===== src/rtl/byte_pair_pkg.sv =====
// Shared types and constants for the byte-pair loader.
// Holds the loader FSM state encoding and the pair-ordering helper.
package byte_pair_pkg;

  localparam int unsigned BYTE_W = 8;

  typedef enum logic [1:0] {
    StEmpty = 2'd0,
    StHalf  = 2'd1,
    StFull  = 2'd2
  } pair_state_e;

  // Returns {high, low} for a pair received as first then second.
  function automatic logic [2*BYTE_W-1:0] order_pair(input logic              high_first,
                                                     input logic [BYTE_W-1:0] first_byte,
                                                     input logic [BYTE_W-1:0] second_byte);
    return high_first ? {first_byte, second_byte} : {second_byte, first_byte};
  endfunction

endpackage


===== src/rtl/pair_timeout_timer.sv =====
// Idle-cycle counter for a half-assembled pair.
// Expires on the enabled edge that brings the count to TERMINAL; TERMINAL = 0 never expires.
module pair_timeout_timer #(
  parameter int unsigned TERMINAL = 255
) (
  input  logic i_clk,
  input  logic i_rst_n,
  input  logic i_clear,
  input  logic i_enable,
  output logic o_expired
);

  localparam int unsigned CNT_W = (TERMINAL < 2) ? 1 : $clog2(TERMINAL);
  localparam logic [CNT_W-1:0] LAST = CNT_W'((TERMINAL == 0) ? 32'd0 : TERMINAL - 1);
  localparam bit ACTIVE = (TERMINAL != 0);

  logic [CNT_W-1:0] r_count;
  logic             w_hit;

  assign w_hit     = ACTIVE && (r_count == LAST);
  assign o_expired = i_enable && w_hit;

  always_ff @(posedge i_clk or negedge i_rst_n) begin
    if (!i_rst_n) begin
      r_count <= '0;
    end else if (i_clear || o_expired) begin
      r_count <= '0;
    end else if (i_enable) begin
      r_count <= r_count + 1'b1;
    end
  end

endmodule


===== src/rtl/byte_pair_loader.sv =====
// Assembles two serial bytes into a registered high/low pair with a ready/valid handshake
// on both sides, an idle timeout on half pairs, and a consumed-pair counter.
module byte_pair_loader
  import byte_pair_pkg::*;
#(
  parameter bit          HIGH_FIRST     = 1'b1,
  parameter int unsigned TIMEOUT_CYCLES = 255
) (
  input  logic              i_clk,
  input  logic              i_rst_n,
  input  logic [BYTE_W-1:0] i_byte_in,
  input  logic              i_byte_valid,
  output logic              o_byte_ready,
  input  logic              i_flush,
  output logic [BYTE_W-1:0] o_high_byte,
  output logic [BYTE_W-1:0] o_low_byte,
  output logic              o_pair_valid,
  input  logic              i_pair_ready,
  output logic              o_timeout_err,
  output logic [7:0]        o_pair_count
);

  pair_state_e       r_state, w_state_d;
  logic [BYTE_W-1:0] r_first, w_first_d;
  logic [BYTE_W-1:0] r_high, w_high_d;
  logic [BYTE_W-1:0] r_low, w_low_d;
  logic              r_timeout_err, w_timeout_err_d;
  logic [7:0]        r_pair_count, w_pair_count_d;

  logic              w_accept;
  logic              w_consume;
  logic              w_timer_clear;
  logic              w_timer_enable;
  logic              w_expired;
  logic [2*BYTE_W-1:0] w_pair;

  // Full only frees its slot in the same cycle the pair leaves.
  assign o_byte_ready = i_rst_n && !i_flush && ((r_state != StFull) || i_pair_ready);
  assign o_pair_valid = (r_state == StFull);
  assign w_accept     = i_byte_valid && o_byte_ready;
  assign w_consume    = o_pair_valid && i_pair_ready && !i_flush;
  assign w_pair       = order_pair(HIGH_FIRST, r_first, i_byte_in);

  pair_timeout_timer #(
    .TERMINAL (TIMEOUT_CYCLES)
  ) u_timer (
    .i_clk     (i_clk),
    .i_rst_n   (i_rst_n),
    .i_clear   (w_timer_clear),
    .i_enable  (w_timer_enable),
    .o_expired (w_expired)
  );

  always_comb begin
    w_state_d       = r_state;
    w_first_d       = r_first;
    w_high_d        = r_high;
    w_low_d         = r_low;
    w_timeout_err_d = 1'b0;
    w_pair_count_d  = r_pair_count;
    w_timer_clear   = 1'b0;
    w_timer_enable  = 1'b0;

    if (i_flush) begin
      w_state_d     = StEmpty;
      w_first_d     = '0;
      w_high_d      = '0;
      w_low_d       = '0;
      w_timer_clear = 1'b1;
    end else begin
      unique case (r_state)
        StEmpty: begin
          w_timer_clear = 1'b1;
          if (w_accept) begin
            w_first_d = i_byte_in;
            w_state_d = StHalf;
          end
        end
        StHalf: begin
          if (w_accept) begin
            // Accept wins over a timeout landing on the same edge.
            {w_high_d, w_low_d} = w_pair;
            w_timer_clear       = 1'b1;
            w_state_d           = StFull;
          end else begin
            w_timer_enable = 1'b1;
            if (w_expired) begin
              w_first_d       = '0;
              w_timeout_err_d = 1'b1;
              w_state_d       = StEmpty;
            end
          end
        end
        StFull: begin
          w_timer_clear = 1'b1;
          if (w_consume) begin
            w_pair_count_d = r_pair_count + 8'd1;
            if (w_accept) begin
              w_first_d = i_byte_in;
              w_state_d = StHalf;
            end else begin
              w_state_d = StEmpty;
            end
          end
        end
        default: begin
          w_state_d     = StEmpty;
          w_timer_clear = 1'b1;
        end
      endcase
    end
  end

  always_ff @(posedge i_clk or negedge i_rst_n) begin
    if (!i_rst_n) begin
      r_state       <= StEmpty;
      r_first       <= '0;
      r_high        <= '0;
      r_low         <= '0;
      r_timeout_err <= 1'b0;
      r_pair_count  <= '0;
    end else begin
      r_state       <= w_state_d;
      r_first       <= w_first_d;
      r_high        <= w_high_d;
      r_low         <= w_low_d;
      r_timeout_err <= w_timeout_err_d;
      r_pair_count  <= w_pair_count_d;
    end
  end

  assign o_high_byte   = r_high;
  assign o_low_byte    = r_low;
  assign o_timeout_err = r_timeout_err;
  assign o_pair_count  = r_pair_count;

endmodule


===== config.mk =====
export PLATFORM = sky130hd
export DESIGN_NAME = byte_pair_loader
export DESIGN_NICKNAME = d
export VERILOG_FILES = /design/src/rtl/byte_pair_pkg.sv /design/src/rtl/pair_timeout_timer.sv /design/src/rtl/byte_pair_loader.sv
export SDC_FILE = /design/constraint.sdc
export NUM_CORES = 1
export LEC_CHECK = 0
export CELL_PAD_IN_SITES_DETAIL_PLACEMENT = 1
export CELL_PAD_IN_SITES_GLOBAL_PLACEMENT = 2
export CORE_MARGIN = 10
export CORE_UTILIZATION = 25
export CTS_BUF_LIST = sky130_fd_sc_hd__clkbuf_16
export DETAILED_ROUTE_END_ITERATION = 8
export GPL_TIMING_DRIVEN = 0
export PLACE_DENSITY_LB_ADDON = 0.3
export RECOVER_POWER = 100
export SYNTH_ARGS = -nofsm -noshare
export SYNTH_HDL_FRONTEND = slang
export SYNTH_SLANG_ARGS = --single-unit

===== constraint.sdc =====
create_clock -name i_clk -period 1.74 [get_ports i_clk]
set_input_delay 0.348 -clock i_clk [delete_from_list [all_inputs] [get_ports i_clk]]
set_output_delay 0.348 -clock i_clk [all_outputs]
set_load 0.05 [all_outputs]

=== Word-level counts from Yosys, hierarchy flattened ===
Cells that the tools add are included.

* Word-level logic and storage cells: 68
* Flip-flop bits (word level): 43
* Input bits: 13

* Bitwise operators: 1
* Reduce and logical (&&, ||, !) cells: 18
* Multiplexer cells: 31
* Equality and inequality tests: 9
* Add/subtract/negate cells: 2

{| class="wikitable"
|+ Operators by type and width
! cell !! number
|-
| $mux 8 || 13
|-
| $pmux 8 s3 || 1
|-
| $add 8x1->8 const B || 2
|-
| $mux 1 || 11
|-
| $mux 2 || 5
|-
| $eq 8x8->1 const B || 1
|-
| $logic_and 1x1->1 || 6
|-
| $ne 3x2->1 const B || 2
|-
| $ne 3x3->1 const B || 2
|-
| $pmux 2 s3 || 1
|-
| $reduce_and 3->1 || 2
|-
| $reduce_bool 2->1 || 3
|-
| $ne 4x3->1 const B || 1
|-
| $reduce_and 4->1 || 1
|-
| $reduce_bool 4->1 || 1
|-
| $eq 2x1->1 const B || 1
|-
| $eq 2x2->1 const B || 1
|-
| $logic_not 2->1 || 1
|-
| $logic_or 1x1->1 || 2
|-
| $ne 2x2->1 const B || 1
|-
| $reduce_and 2->1 || 1
|-
| $logic_not 1->1 || 1
|-
| $not 1->1 || 1
|}

=== Depth between registers and ports, before layout ===
Gate-level depths: netlist (run 1).

* Depth after elaboration: 12
* Mapped depth: 6
* Gate-level depth less buffers: 6

=== Hierarchy ===
Synthesis (run 1) repeated with hierarchy kept, for this count alone.

* Cells, all modules: 196
* Area, all modules: 1985.7 µm²

{| class="wikitable"
|+ By module, submodules not included
! module !! seq. area each (µm²) !! instances !! cells an instance !! area an instance (µm²)
|-
| byte_pair_loader || 875.8 || 1 || 153 || 1547.7
|-
| pair_timeout_timer || 200.2 || 1 || 43 || 437.9
|}

=== Least setup slack after synthesis (run 1) ===
Ideal clock, no wire load.

* Path kind: input to output
* Start: input i_flush
* End: output o_byte_ready
* Path slack: -0.442 ns
* Cell stages on the path: 3
* Data arrival time: 1.834 ns
* Buffers on the path: 2
* Required time: 1.392 ns
* Path through: clkbuf_1 > clkbuf_1 > nor3b_1

* Cells in the longest elaborated chain, start to end: 3

{| class="wikitable"
|+ RTL lines
! element !! line !! RTL
|-
| start: declaration || byte_pair_loader.sv:14 || <nowiki>input logic i_flush,</nowiki>
|-
| $logic_not 1->1 || byte_pair_loader.sv:38 || <nowiki>assign o_byte_ready = i_rst_n && !i_flush && ((r_state != StFull) || i_pair_ready);</nowiki>
|-
| $logic_and 1x1->1 (2 in series) || byte_pair_loader.sv:38 ||
|-
| end: declaration || byte_pair_loader.sv:13 || <nowiki>output logic o_byte_ready,</nowiki>
|}

Every way passes these cells.

=== Worst setup path in the final report (run 1) ===
* Start: input i_pair_ready
* End: output o_byte_ready

* Cells in the longest elaborated chain, start to end: 2

{| class="wikitable"
|+ RTL lines
! element !! line !! RTL
|-
| start: declaration || byte_pair_loader.sv:18 || <nowiki>input logic i_pair_ready,</nowiki>
|-
| $logic_or 1x1->1 || byte_pair_loader.sv:38 ||
|-
| $logic_and 1x1->1 || byte_pair_loader.sv:38 ||
|}

Every way passes these cells.

==> results of run 1 <==
stage by stage:
stage | total power, W | hold WS, ns
2_1_floorplan | 0.00118 | 0.0524
3_3_place_gp | 0.00130 | 0.459
3_5_place_dp | 0.00130 | 0.323
4_1_cts | 0.00224 | 0.0109
5_1_grt | 0.00230 | 0.0980
6_report | 0.00220 | 0.0840
kinds of logic after synthesis:
group,count (synthesis)
AOI/OAI and AO/OA,12
xor gates and xnor gates,13
adders and majority gates,3
buffers and inverters,8
DFF,43
muxes,1
and+or+nand+nor,90
sequential cells by signal, summed over array words and instances, names as in the netlist:
register,count
o_low_byte,8
u_timer.r_count,8
o_high_byte,8
r_state,2
o_timeout_err,1
o_pair_count,8
r_first,8
repair_timing:
action | 4_1_cts | 5_1_grt
setup endpoints to repair | 38 | 16
setup buffers | 0 | 1
hold buffers | 0 | 1
pin swaps | 0 | 1
resized for setup | 43 | 5
cloned | 0 | 0
endpoints found under the hold margin | 0 | 15
placed cells by master (no fill, tap or decap), drive strengths merged, types with 4 or more instances in the layout:
cell,netlist,layout
a22o,8,8
buf,3,5
clkbuf,2,11
clkdlybuf4s50,0,10
dfrtp,43,43
dlygate4sd2,0,25
nand2,39,39
nand3,8,8
nand3b,16,16
nor2,10,10
xnor2,9,9
xor2,4,4
per-layer routing:
layer | GRT usage [%] | part of all wire (%)
met4 | 3.48 | 1.5
met1 | 10.7 | 47
met5 | 0 | 0
met3 | 3.23 | 6.1
met2 | 14.1 | 45
power breakdown:
group	total [W]	switching, W	leakage (nW)	internal, W
Combinational	0.000225	0.000138	0.634	0.0000869
Sequential	0.00105	0.0000250	0.594	0.00103
Clock	0.000926	0.000397	0.0658	0.000529
final cells by class:
class | count | share of cell area (%)
Timing Repair Buffer | 42 | 15.4
Buffer | 5 | 1.52
Clock buffer | 5 | 4.89
Multi-Input combinational cell | 119 | 30.0
Inverter | 3 | 0.440
Clock inverter | 3 | 0.783
Tap cell | 99 | 4.84
Sequential cell | 43 | 42.1
worst max-delay path, delay by kind of cell:
kind / cells / cell delay (ns)
buffers and inverters: 2 / 0.73
AND/OR/NAND/NOR: 2 / 0.21
worst min path at each step:
stage | start | end | slack (ns) | cells past startpoint
after floorplan | i_rst_n | o_high_byte[0] | 0.05 | 0
after global placement | r_first[0] | o_high_byte[0] | 0.46 | 2
after detailed placement | i_rst_n | o_low_byte[0] | 0.32 | 1
after CTS | i_rst_n | o_low_byte[0] | 0.01 | 1
after global routing | i_rst_n | o_high_byte[1] | 0.1 | 2
final | i_rst_n | o_high_byte[1] | 0.08 | 2
==> parameters.txt, run 1 <==
Parameter                              Value

Timing
  Unrepaired setup endpoints after global routing    no
  Final clock period utilization by the worst path    94.8%
  Final Setup Violations    0
  Final worst-path setup slack    0.0904 ns
  Final Hold Vio Count    0
  Post-Route Skew    0.00745 ns
  Worst slew margin relative to its limit    54.4%
  Min Clock Period, post-route    1.65 ns
  Actual slew at the worst max-slew pin    0.681 ns
  Sum of negative setup slack    0 ns
  Max-slew violations    0
  Max frequency    606 MHz

Worst setup path
  Worst path required time    1.39 ns
  Critical path type    primary input to primary output
  Crit Path Max Fanout    4
  Startpoint of the most critical register-to-register path    r_state[1]
  Flop2flop setup slack    0.18 ns
  Destination of the worst register-to-register timing path    o_low_byte[6]
  Endpoint class of the critical path    primary output
  Crit-path cells    clkdlybuf4s50_1, nor2_1, nor3b_2, buf_4
  Worst endpoint data arrival time    1.30 ns
  Startpoint types    primary input
  Last element of the critical path    o_byte_ready
  Cell with the largest stage delay on the worst path    sky130_fd_sc_hd__clkdlybuf4s50_1
  Number of cells on the worst reg-to-reg path    6
  Highest cell delay on the worst timing path    0.52 ns
  Worst setup path startpoint    i_pair_ready

Yosys
  Combinational family with the most area after synthesis    simple AND/OR/NAND/NOR gates
  Count of flip-flops with a built-in enable after synthesis    0
  Avg Cell Area, Syn    11.0 um2
  Number of distinct standard cells referenced by the synthesized netlist    30
  Ys Warns    0
  Fraction of registers with async set/reset    100%
  Yosys top cell area share    57.3%
  Post-synthesis share of cell area spent on xor and xnor gates    6.06%
  Syn Nets    186
  Cells after Synth    170
  Netlist area before placement    1880 um2
  Main area contributors after synthesis    sky130_fd_sc_hd__dfrtp_1 57%, sky130_fd_sc_hd__nand2_1 7.8%, sky130_fd_sc_hd__nand3b_1 6.4%
  Most common cell in the netlist    sky130_fd_sc_hd__dfrtp_1
  Post-synthesis sequential area ratio    57.3%
  List of most frequent post-synthesis cells    43 x sky130_fd_sc_hd__dfrtp_1, 39 x sky130_fd_sc_hd__nand2_1, 16 x sky130_fd_sc_hd__nand3b_1
  Synthesized-area fraction occupied by and/or/nand/nor cells    26.0%
  Predominant post-synthesis flop cell    sky130_fd_sc_hd__dfrtp_1
  Cell type with the highest aggregate area in the netlist    sky130_fd_sc_hd__dfrtp_1
  Number of flip-flops and latches in the synthesized netlist    43
  Post-synthesis compound-gate area fraction    5.80%
  Multiplexer area fraction after synthesis    0.600%
  Post-Synth Adder-Cell Area    2.00%

Placement
  Place WS    -1.23 ns
  Final estimated routing congestion in global placement    0.716
  Instance area after placement    2410 um2
  Number of cells after detailed placement    309
  Count of input and output buffers    39
  Detailed Place HPWL    3.48 mm

Run status
  Run status    completed

GRT
  Remaining global-route overflow    0
  Number of antenna violations at the first check in global routing    0
  Overall Global Routing Usage    8.86%
  Number of global-route vias before repair    1607
  Pin count of the biggest net entering global routing    30
  Wire length of the first global-routing pass    8.11 mm

Route
  Drt via density    4.51
  Total via count after detailed routing    1439
  TritonRoute pass-1 iters    2
  Number of nets with antenna violations after detailed routing    0
  Final wirelength    4.79 mm
  Starting DRC count in detailed routing    18
  Routed wire per std cell    15.0 um
  Residual DRC count    0

Die
  Total I/O pin count    40
  Standard cell core area    7290 um2
  Die boundary height    107 um
  Placement Rows    31
  Initial Utilization    25.8%
  Die span in x    107 um
  Die outline area    11400 um2

CTS
  H-Tree Depth    2
  Num CTS Buffers    5
  Max Root-Sink Buffers    2
  Num Clock Sinks    43
  Clock latency on the worst-skew pair    0.29 ns
  CTS root buffer    sky130_fd_sc_hd__clkbuf_16
  Clk pin slew, worst setup/hold paths    0.07 ns
  Clock tree from TritonCTS    done

Finish
  Layout Utilization    35.1%
  Post-layout nets    235
  Count of filler cells inserted in the layout    832
  Post-route design area    2560 um2
  Diode insertion count for antenna repair    0
  Layout cell share with drive strength beyond 1    13.2%
  Area grow syn2layout    36.2%
  Area taken by flip-flops and latches    1080 um2
  Footprint of the multi-input gates    767 um2
  Cell Count, Final, Fillers Out    319

Run
  Number of maximum-capacitance constraint violations    0

Power and ir drop
  Leakage    1.29 nW
  Ratio of total power to cell area    861 nW/um2
  Worst voltage drop across the vdd grid    356 uV

Hold path
  Worst hold path type    primary input to asynchronous set/reset pin
No activity file was read; power rests on OpenSTA's default activity.
==> run 2: changes to the inputs <==
Settings changed: ABC_AREA from default to 1, ABC_CLOCK_PERIOD_IN_PS from default to 1740.
==> run 2 against run 1 <==
Compared with the run above: first-iteration DRC count rose to 3.3 times the previous value; sequential power increased by 11%; worst setup slack lost 0.0096 ns; register-to-register slack gained 0.04 ns; area after synthesis rose by 8.5%; design area up 6.4%; critical path type unchanged; largest cell class unchanged.
==> parameters.txt, run 2 <==
Parameter                              Value

Run status
  Run status    completed

Yosys
  Yosys top cell area share    52.8% (-4.5 points)
  Most common cell in the netlist    sky130_fd_sc_hd__nand2_1
  Avg Cell Area, Syn    8.59 um2 (-22%)
  Main area contributors after synthesis    sky130_fd_sc_hd__dfrtp_1 53%, sky130_fd_sc_hd__nand2_1 8.3%, sky130_fd_sc_hd__nand3_1 8.1%
  Predominant post-synthesis flop cell    sky130_fd_sc_hd__dfrtp_1
  Number of flip-flops and latches in the synthesized netlist    43 (unchanged)
  Count of flip-flops with a built-in enable after synthesis    0 (unchanged)
  Cell type with the highest aggregate area in the netlist    sky130_fd_sc_hd__dfrtp_1
  Ys Warns    0 (unchanged)
  List of most frequent post-synthesis cells    45 x sky130_fd_sc_hd__nand2_1, 43 x sky130_fd_sc_hd__dfrtp_1, 39 x sky130_fd_sc_hd__inv_1
  Post-synthesis sequential area ratio    52.8% (-4.5 points)
  Netlist area before placement    2040 um2 (+8.5%)
  Syn Nets    253 (+36%)
  Fraction of registers with async set/reset    100% (unchanged)
  Number of distinct standard cells referenced by the synthesized netlist    25 (-17%)
  Cells after Synth    237 (+39%)

Finish
  Area taken by flip-flops and latches    1080 um2 (-0.12%)
  Diode insertion count for antenna repair    0 (unchanged)
  Post-layout nets    301 (+28%)
  Cell Count, Final, Fillers Out    388 (+22%)
  Highest-count cells in the layout ignoring fill and taps    45 x sky130_fd_sc_hd__nand2_1, 43 x sky130_fd_sc_hd__dfrtp_1, 37 x sky130_fd_sc_hd__inv_1
  Layout cell share with drive strength beyond 1    11.2% (-2.0 points)
  Post-route design area    2720 um2 (+6.4%)
  Most common cell after layout, fill and taps aside    sky130_fd_sc_hd__nand2_1
  Count of filler cells inserted in the layout    939 (+13%)
  Area grow syn2layout    33.6%
  Footprint of the multi-input gates    802 um2 (+4.6%)

Power and ir drop
  Sequential fraction of design power    41.5% (-6.3 points)
  Worst voltage drop across the vdd grid    441 uV (+24%)
  Internal Pwr Total    0.00194 W (+18%)
  Ratio of total power to cell area    1040 nW/um2 (+20%)
  Net switching power figure    0.000881 W (+57%)
  Clk pwr share    37.1% (-4.9 points)
  Switching share of total power    31.2% (+5.8 points)
  Part of the total power dissipated in combinational logic    21.4% (+11 points)
  Leakage    1.45 nW (+12%)

Worst setup path
  Endpoint class of the critical path    primary output
  Last element of the critical path    o_byte_ready
  Startpoint types    primary input
  Worst endpoint data arrival time    1.31 ns (about the same)
  Number of cells on the worst reg-to-reg path    5 (-1)
  Worst path required time    1.39 ns (about the same)
  Cell with the largest stage delay on the worst path    sky130_fd_sc_hd__clkdlybuf4s50_1
  Startpoint of the most critical register-to-register path    r_state[1]
  Crit Path Max Fanout    3 (-1)
  Crit-path cells    clkdlybuf4s50_1, inv_2, nand3_2, nand2_1, inv_1, buf_4
  Highest cell delay on the worst timing path    0.51 ns (about the same)
  Critical path type    primary input to primary output
  Destination of the worst register-to-register timing path    o_high_byte[4]
  Worst setup path startpoint    i_pair_ready
  Flop2flop setup slack    0.22 ns (+0.04 ns)

Route
  Final wirelength    5.33 mm (+11%)
  Residual DRC count    0 (unchanged)
  Number of nets with antenna violations after detailed routing    0 (unchanged)
  Drt via density    4.35 (-3.7%)
  TritonRoute pass-1 iters    5 (+3)
  Total via count after detailed routing    1686 (+17%)
  Routed wire per std cell    13.7 um (-8.6%)
  Starting DRC count in detailed routing    60 (+42)

Die
  Standard cell core area    7810 um2 (+7.1%)
  Die span in x    110 um (+3.4%)
  Placement Rows    32 (+3.2%)
  Total I/O pin count    40 (unchanged)
  Initial Utilization    26.1% (+0.33 points)
  Die outline area    12200 um2 (+6.9%)
  Die boundary height    110 um (+3.4%)

GRT
  Remaining global-route overflow    0 (unchanged)
  Number of antenna violations at the first check in global routing    0 (unchanged)
  Wire length of the first global-routing pass    9.33 mm (+15%)
  Number of global-route vias before repair    1894 (+18%)
  Pin count of the biggest net entering global routing    37 (+23%)
  Overall Global Routing Usage    9.60% (+0.73 points)

CTS
  Max Root-Sink Buffers    2 (unchanged)
  Clock latency on the worst-skew pair    0.28 ns (about the same)
  CTS root buffer    sky130_fd_sc_hd__clkbuf_16
  Num CTS Buffers    5 (unchanged)
  Clk pin slew, worst setup/hold paths    0.06 ns (about the same)
  Num Clock Sinks    43 (unchanged)
  Clock tree from TritonCTS    done
  H-Tree Depth    2 (unchanged)

Run
  Number of maximum-capacitance constraint violations    0 (unchanged)

Placement
  Count of input and output buffers    39 (unchanged)
  Number of cells after detailed placement    379 (+23%)
  Instance area after placement    2570 um2 (+6.5%)
  Detailed Place HPWL    3.99 mm (+14%)
  Final estimated routing congestion in global placement    0.777 (+8.5%)

Timing
  Post-Route Skew    0.00264 ns (-0.00481 ns)
  Final clock period utilization by the worst path    95.4% (+0.55 points)
  Final hold slack    0.0382 ns (-0.0459 ns)
  Worst slew margin relative to its limit    66.0% (+12 points)
  Min Clock Period, post-route    1.66 ns (+0.00961 ns)
  Actual slew at the worst max-slew pin    0.513 ns (-0.169 ns)
  Max-slew violations    0 (unchanged)
  Final Hold Vio Count    0 (unchanged)
  Final Setup Violations    0 (unchanged)
  Unrepaired setup endpoints after global routing    no
  Sum of negative setup slack    0 ns (unchanged)
  Max frequency    603 MHz (-0.58%)

Hold path
  Worst hold path type    primary input to asynchronous set/reset pin
[run 2: changes by cell type in the layout (fill, tap and decap cells not counted), moves of 3 or more]
| cell | change |
|---|---|
| sky130_fd_sc_hd__a22o_1 | -8 |
| sky130_fd_sc_hd__and3_1 | -3 |
| sky130_fd_sc_hd__inv_1 | +34 |
| sky130_fd_sc_hd__inv_2 | +4 |
| sky130_fd_sc_hd__nand2_1 | +7 |
| sky130_fd_sc_hd__nand3_1 | +26 |
| sky130_fd_sc_hd__nand3_2 | +3 |
| sky130_fd_sc_hd__nand3b_1 | -16 |
| sky130_fd_sc_hd__nor2_1 | +11 |
| sky130_fd_sc_hd__o21ai_0 | +17 |
| sky130_fd_sc_hd__xnor2_1 | -7 |
[run 2: final cells by class]
cell class	count	share of cell area, %
inverters	41	5.66
repair buffers	41	13.9
plain buffers	4	0.690
well taps	102	4.69
clock inverters	3	1.43
multi-input cells	149	29.5
clock buffers	5	4.60
flip-flops and latches	43	39.5
[run 2: layer usage]
| metal | GRT usage [%] | wire (um) |
|---|---|---|
| met5 | 0 | 0 |
| met1 | 11.9 | 2400 |
| met3 | 3.25 | 352 |
| met4 | 2.48 | 41 |
| met2 | 15.6 | 2530 |
[run 2: worst min-delay path by stage]
stage	start	end	slack, ns	depth (start not counted)
after detailed placement	i_rst_n	u_timer.r_count[4]	0.23	1
after global placement	r_first[6]	r_first[6]	0.46	2
final	i_rst_n	u_timer.r_count[7]	0.04	2
after floorplan	i_rst_n	o_high_byte[0]	0.05	0
after global routing	i_rst_n	u_timer.r_count[5]	0.05	2
after CTS	i_rst_n	u_timer.r_count[5]	0.05	2
[run 2: cell families after synthesis]
kind of cell | count (synthesis) | share of synthesized area (%)
AOI/OAI and AO/OA | 20 | 5.16
buffers and inverters | 45 | 8.29
DFF | 43 | 52.8
adders and majority gates | 3 | 1.84
xor gates and xnor gates | 7 | 3.01
and+or+nand+nor | 119 | 28.9
[run 2: per-stage QoR]
step / worst slack, ns / total power [W] / util (%)
after floorplan: 0.281 / 0.00159 / -
after global placement: -2.31 / 0.00182 / 32.7
after detailed placement: -0.676 / 0.00184 / 32.9
after CTS: -0.0689 / 0.00288 / 34.7
after global routing: 0.0124 / 0.00300 / 34.9
final: 0.0808 / 0.00282 / 34.9
[run 2: worst max-delay path, delay by kind of cell]
kind                   cells  cell delay (ns)
buffers and inverters      4             0.80
AND/OR/NAND/NOR            2             0.16
[run 2: what timing repair did]
| action | CTS | global route |
|---|---|---|
| setup buffers | 0 | 0 |
| endpoints found under the setup margin | 39 | 33 |
| gates resized for setup | 37 | 11 |
| hold buffers | 1 | 0 |
| hold endpoints to repair | 8 | 0 |
[run 2: power groups by stage]
| stage | sequential, W | clock, W | combinational [W] |
|---|---|---|---|
| finish | 0.00117 | 0.00105 | 0.000603 |
| detailed placement | 0.00119 | 0 | 0.000643 |
| CTS | 0.00117 | 0.00109 | 0.000615 |
| global placement | 0.00119 | 0 | 0.000630 |
| global route | 0.00119 | 0.00112 | 0.000684 |
| floorplan | 0.00133 | 0 | 0.000258 |
